$ cat config.mk
export PLATFORM = sky130hd
export DESIGN_NAME = laser310_ram64k
export DESIGN_NICKNAME = d
export VERILOG_FILES = /design/src/rtl/laser310_ram64k_pkg.sv /design/src/rtl/laser310_bank_reg.sv /design/src/rtl/laser310_ram64k.sv
export SDC_FILE = /design/constraint.sdc
export NUM_CORES = 1
export LEC_CHECK = 0
export CAP_MARGIN = 40
export CORE_AREA = 2 2 39 41
export CTS_BUF_LIST = sky130_fd_sc_hd__clkbuf_16
export CTS_CLUSTER_SIZE = 8
export DETAILED_ROUTE_END_ITERATION = 10
export DIE_AREA = 0 0 41 43
export PLACE_DENSITY = 0.54
export SLEW_MARGIN = 20
export SYNTH_ARGS = -nofsm -noshare
export SYNTH_HDL_FRONTEND = slang
export SYNTH_SLANG_ARGS = --single-unit
$ cat constraint.sdc
create_clock -name CLK -period 1.4 [get_ports CLK]
set_input_delay 0.14 -clock CLK [delete_from_list [all_inputs] [get_ports CLK]]
set_output_delay 0.14 -clock CLK [all_outputs]
set_load 0.1 [all_outputs]
$ cat src/rtl/laser310_ram64k_pkg.sv
// Shared constants for the Laser 310 64 KiB RAM expansion glue.
// Holds the bank port decode, the reset bank value and the memory region boundaries.
package laser310_ram64k_pkg;

  localparam logic [3:0] BANK_PORT     = 4'b0111;
  localparam logic [1:0] BANK_RESET    = 2'b01;
  localparam logic [4:0] RAM_BASE      = 5'b10111;
  localparam logic [1:0] WINDOW_PREFIX = 2'b11;

  typedef logic [1:0] bank_t;

  // A Z80 I/O write cycle: /IORQ and /WR low, /MREQ and /RD high.
  function automatic logic is_io_write(input logic iorq_n, input logic mreq_n,
                                       input logic wr_n, input logic rd_n);
    return !iorq_n && mreq_n && !wr_n && rd_n;
  endfunction

endpackage

$ cat src/rtl/laser310_bank_reg.sv
// Two-bit bank register loaded from the data bus on a decoded I/O write.
// Cleared asynchronously to its reset bank whenever RESET_N is low.
module laser310_bank_reg
  import laser310_ram64k_pkg::*;
#(
  parameter logic [1:0] RESET_VAL = 2'b01
) (
  input  logic       CLK,
  input  logic       RESET_N,
  input  logic       load,
  input  logic [1:0] d,
  output logic [1:0] bank
);

  bank_t bank_reg;

  // An I/O write spans several clocks; reloading the same value each edge is benign.
  always_ff @(posedge CLK or negedge RESET_N) begin
    if (!RESET_N) begin
      bank_reg <= RESET_VAL;
    end else if (load) begin
      bank_reg <= d;
    end
  end

  assign bank = bank_reg;

endmodule

$ cat src/rtl/laser310_ram64k.sv
// Z80 memory decode for an external 64 KiB SRAM at B800H-FFFFH.
// C000H-FFFFH is a 16 KiB window banked through I/O port 7xH; B800H-BFFFH is fixed.
module laser310_ram64k #(
  parameter logic [3:0] BANK_PORT  = laser310_ram64k_pkg::BANK_PORT,
  parameter logic [1:0] BANK_RESET = laser310_ram64k_pkg::BANK_RESET
) (
  input  logic       CLK,
  input  logic       RESET_N,
  input  logic [4:0] Addr,
  input  logic [3:0] AddrIO,
  input  logic       WR_N,
  input  logic       RD_N,
  input  logic       MREQ_N,
  input  logic       IORQ_N,
  input  logic [1:0] D1D0,
  output logic [1:0] RAM_A1514,
  output logic       RAM_CS_N,
  output logic       RAM_OE_N,
  output logic       RAM_WE_N,
  output logic       led1,
  output logic       led2
);
  import laser310_ram64k_pkg::*;

  bank_t bank;
  logic  bank_load;
  logic  mem_cycle;
  logic  ram_hit;

  assign bank_load = is_io_write(IORQ_N, MREQ_N, WR_N, RD_N) && (AddrIO == BANK_PORT);

  laser310_bank_reg #(
    .RESET_VAL(BANK_RESET)
  ) u_bank_reg (
    .CLK    (CLK),
    .RESET_N(RESET_N),
    .load   (bank_load),
    .d      (D1D0),
    .bank   (bank)
  );

  // mem_cycle gates the address compare first so an undriven Addr cannot reach CS_N.
  assign mem_cycle = !MREQ_N && IORQ_N && (RD_N ^ WR_N);
  assign ram_hit   = mem_cycle && (Addr >= RAM_BASE);

  assign RAM_CS_N = !ram_hit;
  assign RAM_OE_N = !(ram_hit && !RD_N);
  assign RAM_WE_N = !(ram_hit && !WR_N);

  // B800H-BFFFH always lands on physical 3800H-3FFFH; only the top 16 KiB is banked.
  assign RAM_A1514 = (Addr[4:3] == WINDOW_PREFIX) ? bank : 2'b00;

  assign led1 = bank[0];
  assign led2 = bank[1];

endmodule

==> summary.txt, run 1 <==
Status
  – Outcome: complete, no violations

GRT
  – Initial antenna violation count: 0
  – GR Layer Usage met1: 10.93%
  – GRT overflow: 0
  – Pin count of the biggest net entering global routing: 4
  – Met3 GRT Util: 7.330%
  – Most Crowded Layer GR: met2
  – All-Layer GR Usage: 9.839%
  – First-pass GRT wire length: 1076 um
  – Via count of the first global-routing pass: 264
  – Met2 Use GR: 12.81%

Power and ir drop
  – Pwr Density: 1037 nW/um^2
  – P_leak: 0.0003405 uW
  – Worst VDD drop: 0.4306 mV

Final layout
  – Fraction of layout cells with a size suffix above 1: 57.45%
  – Layout Area Growth over Synthesis: 303.1%
  – Core Util, Final: 47.02%
  – Number of diodes: 0
  – Nets: 65
  – Max reg flops: 2
  – Most frequent cells in the layout: clkdlybuf4s50_1, buf_12, dlymetal6s2s_1, buf_4, clkbuf_16
  – Fillers: 141
  – Commonest non-fill, non-tap cell in the layout: clkdlybuf4s50_1

Timing
  – Final period util: 96.78%
  – Worst clock skew: 0 ps
  – Worst hold slack: roughly 93 ps
  – Max_slew headroom: 84.14%
  – PnR worst setup slack: 45.03 ps
  – RSZ-0062 raised after global routing: false
  – Hold Fails Final Rpt: 0
  – FMAX: 738.0 MHz
  – Crit path time final: roughly 1400 ps
  – # setup viols final: 0
  – Tightest Pin Transition: 236.8 ps
  – Final Slew Violations: 0

Detailed routing
  – Drt pass-1 iters: 2
  – DR vias: ~250
  – Initial DRC count: 2
  – WL per Instance: 11.54 um
  – Wirelength, routed: 727 um
  – Vias/cell: about 4.0
  – Post-route ant nets: 0
  – # DRC: 0

Clocking
  – CTS Sinks: 2
  – Worst-Skew Late Latency: around 220 ps
  – H-tree depth: 1
  – Postcts setup bufs: 0
  – Root Driver: clkbuf_16
  – TritonCTS buffer count: 3
  – Worst-path clk slew: 30 ps
  – CTS tree: yes
  – Hold_buf cts: 0
  – Maximum buffer depth of the clock tree: 2

Placement
  – Port bufs: 23
  – GP Congestion: 0.6977
  – Pre-CTS WS: -87.48 ps

Die
  – Die Y: 43 um
  – Starting Density: 11.66%
  – Die extent in x: a little over 40 um
  – I/O pin total: 24
  – CORE AREA: 1384 um^2
  – Die footprint: approximately 1800 um^2
  – Std-Cell Rows: 14

Hold path
  – Min-delay worst type: primary input to async pin

Flow run
  – Max cap viols: 0

Synth
  – Syn avg cell area: approximately 10 um^2
  – Cells after Synth: 16
  – Seq/Total Area, Yosys: 31.78%
  – Cell taking the most area after synthesis: mux2_4
  – Syn Nets: 33
  – #FFs+latches synth: 2
  – Mapped Area: 161.4 um^2
  – Synth cell types: 12
  – Synth warn: 0
  – Post-synth top area share: a little under a fifth
  – Main area contributors after synthesis: mux2_4, dfstp_2, dfrtp_1

Worst setup path
  – CP Class: flop to primary output
  – Worst Path Arrival: approximately 1200 ps
  – CP Cell Sequence: and3_4, buf_12
  – CP Data Required Time: 1260 ps
  – Max FO, Critical Path: 3
  – Worst Path Buf+Inv: 1
  – Cell family with most CP delay: flip-flops
  – Critical Path End Type: primary output
  – Slowest cell on the critical path: dfstp_4
  – Crit path largest cell delay: 630 ps
  – Setup crit start kind: flop
[final timing paths]
path,slack (ps),from,depth (start not counted),to
min,90,RESET_N,1,u_bank_reg.bank[1]$_DFFE_PN0P_
min in group CLK,530,D1D0[0],2,u_bank_reg.bank[0]$_DFFE_PN1P_
max in group asynchronous,1110,RESET_N,1,u_bank_reg.bank[0]$_DFFE_PN1P_
max reg2reg,580,u_bank_reg.bank[0]$_DFFE_PN1P_,1,u_bank_reg.bank[0]$_DFFE_PN1P_
min reg2reg,570,u_bank_reg.bank[1]$_DFFE_PN0P_,1,u_bank_reg.bank[1]$_DFFE_PN0P_
max,50,u_bank_reg.bank[0]$_DFFE_PN1P_,2,RAM_A1514[0]
[per-layer routing]
metal	vias up	routed length (um)
met1	104	295
met2	24	292
met3	0	140
li1	123	-
met5	-	0
met4	0	0
[power breakdown]
part / total (uW) / switching [uW] / internal (uW)
Combinational: 168 / 82.2 / 85.7
Sequential: 73.8 / 6.91 / 66.8
Clock: 433 / 66.2 / 367
Total: 675 / 155 / 520
[area by class of cell]
class                   instances  area (um^2)  share of cell area [%]
clock inverters                 1        3.754                  0.5769
well taps                      16        20.02                   3.077
clock buffers                   3        75.07                   11.54
multi-input cells              14        150.1                   23.08
repair buffers                 27        345.3                   53.08
flip-flops and latches          2        56.30                   8.654
[cells by family (layout without fill, tap and decap cells)]
family / count (synthesis) / after routing / share of synthesized area (%)
compound gates: 2 / 2 / 6.976
buf+inv: 0 / 31 / 0
flops: 2 / 2 / 31.78
mux: 2 / 2 / 18.61
simple gates: 10 / 10 / 42.63
[metrics by stage]
step	power [uW]	cell area, um^2	cells	TNS [ps]
floorplan	145.1	176.4	16	0
global placement	239.2	526.8	59	-151.7
detailed placement	239.0	526.8	59	-140.0
CTS	677.6	610.6	63	0
global route	696.4	650.6	63	0
finish	674.9	650.6	63	0
[synthesized netlist by cell type (all sizes together)]
library cell  n
a31oi         1
nor2b         1
and4bb        1
dfstp         1
mux2          2
and3          2
dfrtp         1
nand2         3
and4          1
o21ai         1
nor3          1
and2b         1
[what timing repair did]
| action | CTS | global route |
|---|---|---|
| gates resized for setup | 1 | 12 |
| pin swaps | 1 | 3 |
| endpoints found under the setup margin | 2 | 3 |
Power figures use the tool's default switching activity.
==> run 2: changes to the inputs <==
--- a/config.mk
+++ b/config.mk
@@ -8,7 +8,7 @@
 export CAP_MARGIN = 40
 export CORE_AREA = 2 2 39 41
 export CTS_BUF_LIST = sky130_fd_sc_hd__clkbuf_16
-export CTS_CLUSTER_SIZE = 8
+export CTS_CLUSTER_SIZE = 40
 export DETAILED_ROUTE_END_ITERATION = 10
 export DIE_AREA = 0 0 41 43
 export PLACE_DENSITY = 0.54
==> constraint.sdc (replaced) <==
create_clock -name CLK -period 1.3 [get_ports CLK]
set_input_delay 0.13 -clock CLK [delete_from_list [all_inputs] [get_ports CLK]]
set_output_delay 0.13 -clock CLK [all_outputs]
set_load 0.1 [all_outputs]
==> summary.txt, run 2 (same netlist as run 1, synthesis figures left out) <==
Hold path
  – Min-delay worst type: primary input to async pin

Final layout
  – Nets: 66 (+1.5%)
  – Max reg flops: 2 (unchanged)
  – Fraction of layout cells with a size suffix above 1: 58.33% (+0.89 points)
  – Most frequent cells in the layout: clkdlybuf4s50_1, buf_12, dlygate4sd2_1, buf_4
  – Finished Layout Cells: 64 (+1.6%)
  – Number of diodes: 0 (unchanged)
  – Commonest non-fill, non-tap cell in the layout: clkdlybuf4s50_1
  – Final Instance Area: 643.1 um^2 (-1.2%)
  – Layout Area Growth over Synthesis: 298.4%

GRT
  – GRT overflow: 0 (unchanged)
  – Via count of the first global-routing pass: 284 (+7.6%)
  – Met2 Use GR: 15.31% (+2.5 points)
  – Initial antenna violation count: 0 (unchanged)
  – Met3 GRT Util: 5.759% (-1.6 points)
  – All-Layer GR Usage: 11.53% (+1.7 points)
  – GR Layer Usage met1: 13.78% (+2.8 points)
  – First-pass GRT wire length: 1242 um (+15%)
  – Pin count of the biggest net entering global routing: 4 (unchanged)
  – Most Crowded Layer GR: met2

Timing
  – Final period util: 100.5%
  – Final Slew Violations: 0 (unchanged)
  – Final setup TNS: -6.968 ps (-6.968 ps)
  – # setup viols final: 1 (+1)
  – RSZ-0062 raised after global routing: true
  – Worst hold slack: 74.03 ps (-18.58 ps)
  – Hold Fails Final Rpt: 0 (unchanged)
  – Max_slew headroom: 88.94% (+4.8 points)
  – FMAX: roughly 770 MHz
  – PnR worst setup slack: -6.968 ps (-52.00 ps)
  – Tightest Pin Transition: 165.2 ps (-71.63 ps)
  – Worst clock skew: 0 ps (unchanged)
  – Crit path time final: 1307 ps

Clocking
  – TritonCTS buffer count: 3 (unchanged)
  – CTS tree: yes
  – CTS Sinks: 2 (unchanged)
  – Worst-path clk slew: 30 ps (about the same)
  – H-tree depth: 1 (unchanged)
  – Worst-Skew Late Latency: 220 ps (about the same)
  – Maximum buffer depth of the clock tree: 2 (unchanged)
  – Root Driver: clkbuf_16

Worst setup path
  – Crit path largest cell delay: 600 ps (-30 ps)
  – Setup crit start kind: flop
  – Worst flop-to-flop path startpoint: u_bank_reg.bank[0]$_DFFE_PN1P_
  – Critical Path End Type: primary output
  – Max FO, Critical Path: 2 (-1)
  – CP Data Required Time: 1170 ps (-90 ps)
  – Worst Path Arrival: 1180 ps (-30 ps)
  – CP Cell Sequence: and3_4, buf_12
  – Slowest cell on the critical path: dfstp_4
  – Worst r2r path cells: 2 (+1)
  – CP Class: flop to primary output
  – R2R Setup Slk: 370 ps (-210 ps)
  – R2r endpoint: u_bank_reg.bank[0]$_DFFE_PN1P_

Detailed routing
  – Post-route ant nets: 0 (unchanged)
  – Initial DRC count: 0 (-2)
  – Drt pass-1 iters: 1 (-1)
  – Wirelength, routed: 778 um (+7.0%)
  – Vias/cell: 4.109 (+3.1%)
  – DR vias: 263 (+4.8%)
  – WL per Instance: 12.16 um (+5.3%)
  – # DRC: 0 (unchanged)

Power and ir drop
  – Worst VDD drop: 0.4459 mV (+3.6%)
  – Pwr Density: 1150 nW/um^2 (+11%)
  – Post-layout power: 739.9 uW (+9.6%)
  – P_leak: 0.0003052 uW (-10%)

Die
  – CORE AREA: 1384 um^2 (unchanged)
  – Std-Cell Rows: 14 (unchanged)
  – I/O pin total: 24 (unchanged)
  – Die Y: 43 um (unchanged)
  – Starting Density: 11.66% (unchanged)
  – Die extent in x: 41 um (unchanged)
  – Die footprint: 1763 um^2 (unchanged)

Placement
  – Cell Area, Placed: 530.5 um^2 (+0.71%)
  – GP Congestion: 0.7164 (+2.7%)
  – Port bufs: 23 (unchanged)
  – # placed instances: 59 (unchanged)

Flow run
  – Max cap viols: 0 (unchanged)

Status
  – Violated checks: setup timing
  – Outcome: finished with violations
## run 2: changes by cell type in the layout (fill, tap and decap cells not counted), sizes merged
cell	change
buf	+1
clkdlybuf4s50	-2
dlygate4sd2	+5
dlymetal6s2s	-3
## run 2: worst max path at each step
stage | from | cells after the start | to
final | u_bank_reg.bank[0]$_DFFE_PN1P_ | 2 | RAM_A1514[0]
after detailed placement | WR_N | 4 | u_bank_reg.bank[1]$_DFFE_PN0P_
after global placement | WR_N | 4 | u_bank_reg.bank[1]$_DFFE_PN0P_
after global routing | u_bank_reg.bank[0]$_DFFE_PN1P_ | 2 | RAM_A1514[0]
after floorplan | u_bank_reg.bank[0]$_DFFE_PN1P_ | 1 | RAM_A1514[0]
after CTS | u_bank_reg.bank[0]$_DFFE_PN1P_ | 2 | RAM_A1514[0]
## run 2: metal layers
metal,vias up,share of wire [%]
met1,110,41
li1,123,-
met2,27,40
met3,3,16
met4,0,3.0
met5,-,0
## run 2: timing repair
| item | in CTS | in global routing |
|---|---|---|
| resized for setup | 10 | 4 |
| setup buffers | 2 | 0 |
| setup endpoints to repair | 4 | 4 |
| hold buffers | 0 | 0 |
| pin swaps | 5 | 3 |
## run 2: power breakdown
group | leakage [uW] | switching (uW) | internal, uW | total, uW
Combinational | 0.000240 | 90.3 | 92.8 | 183
Clock | 0.0000423 | 83.1 | 396 | 479
Sequential | 0.0000233 | 5.46 | 71.8 | 77.3
## run 2: critical path: cells and delay by family (launching register included)
| family | cells | cell delay, ps |
|---|---|---|
| flip-flops | 1 | 600 |
| AND/OR/NAND/NOR | 1 | 180 |
| buffers and inverters | 1 | 170 |
## run 2: through the flow
stage	utilization [%]	setup slack [ps]
6_report	46.47	-6.968
2_1_floorplan	-	-28.65
5_1_grt	46.47	-24.62
3_5_place_dp	38.34	-168.1
4_1_cts	45.57	-8.718
3_3_place_gp	38.34	-174.4
## run 2: final cells by class
| class | count | area (um^2) |
|---|---|---|
| tap | 16 | 20.02 |
| clock inverter | 1 | 3.754 |
| timing repair buffer | 28 | 339.1 |
| fill | 124 | 740.7 |
| sequential | 2 | 56.30 |
| clock buffer | 3 | 75.07 |
| multi-input combinational | 14 | 148.9 |
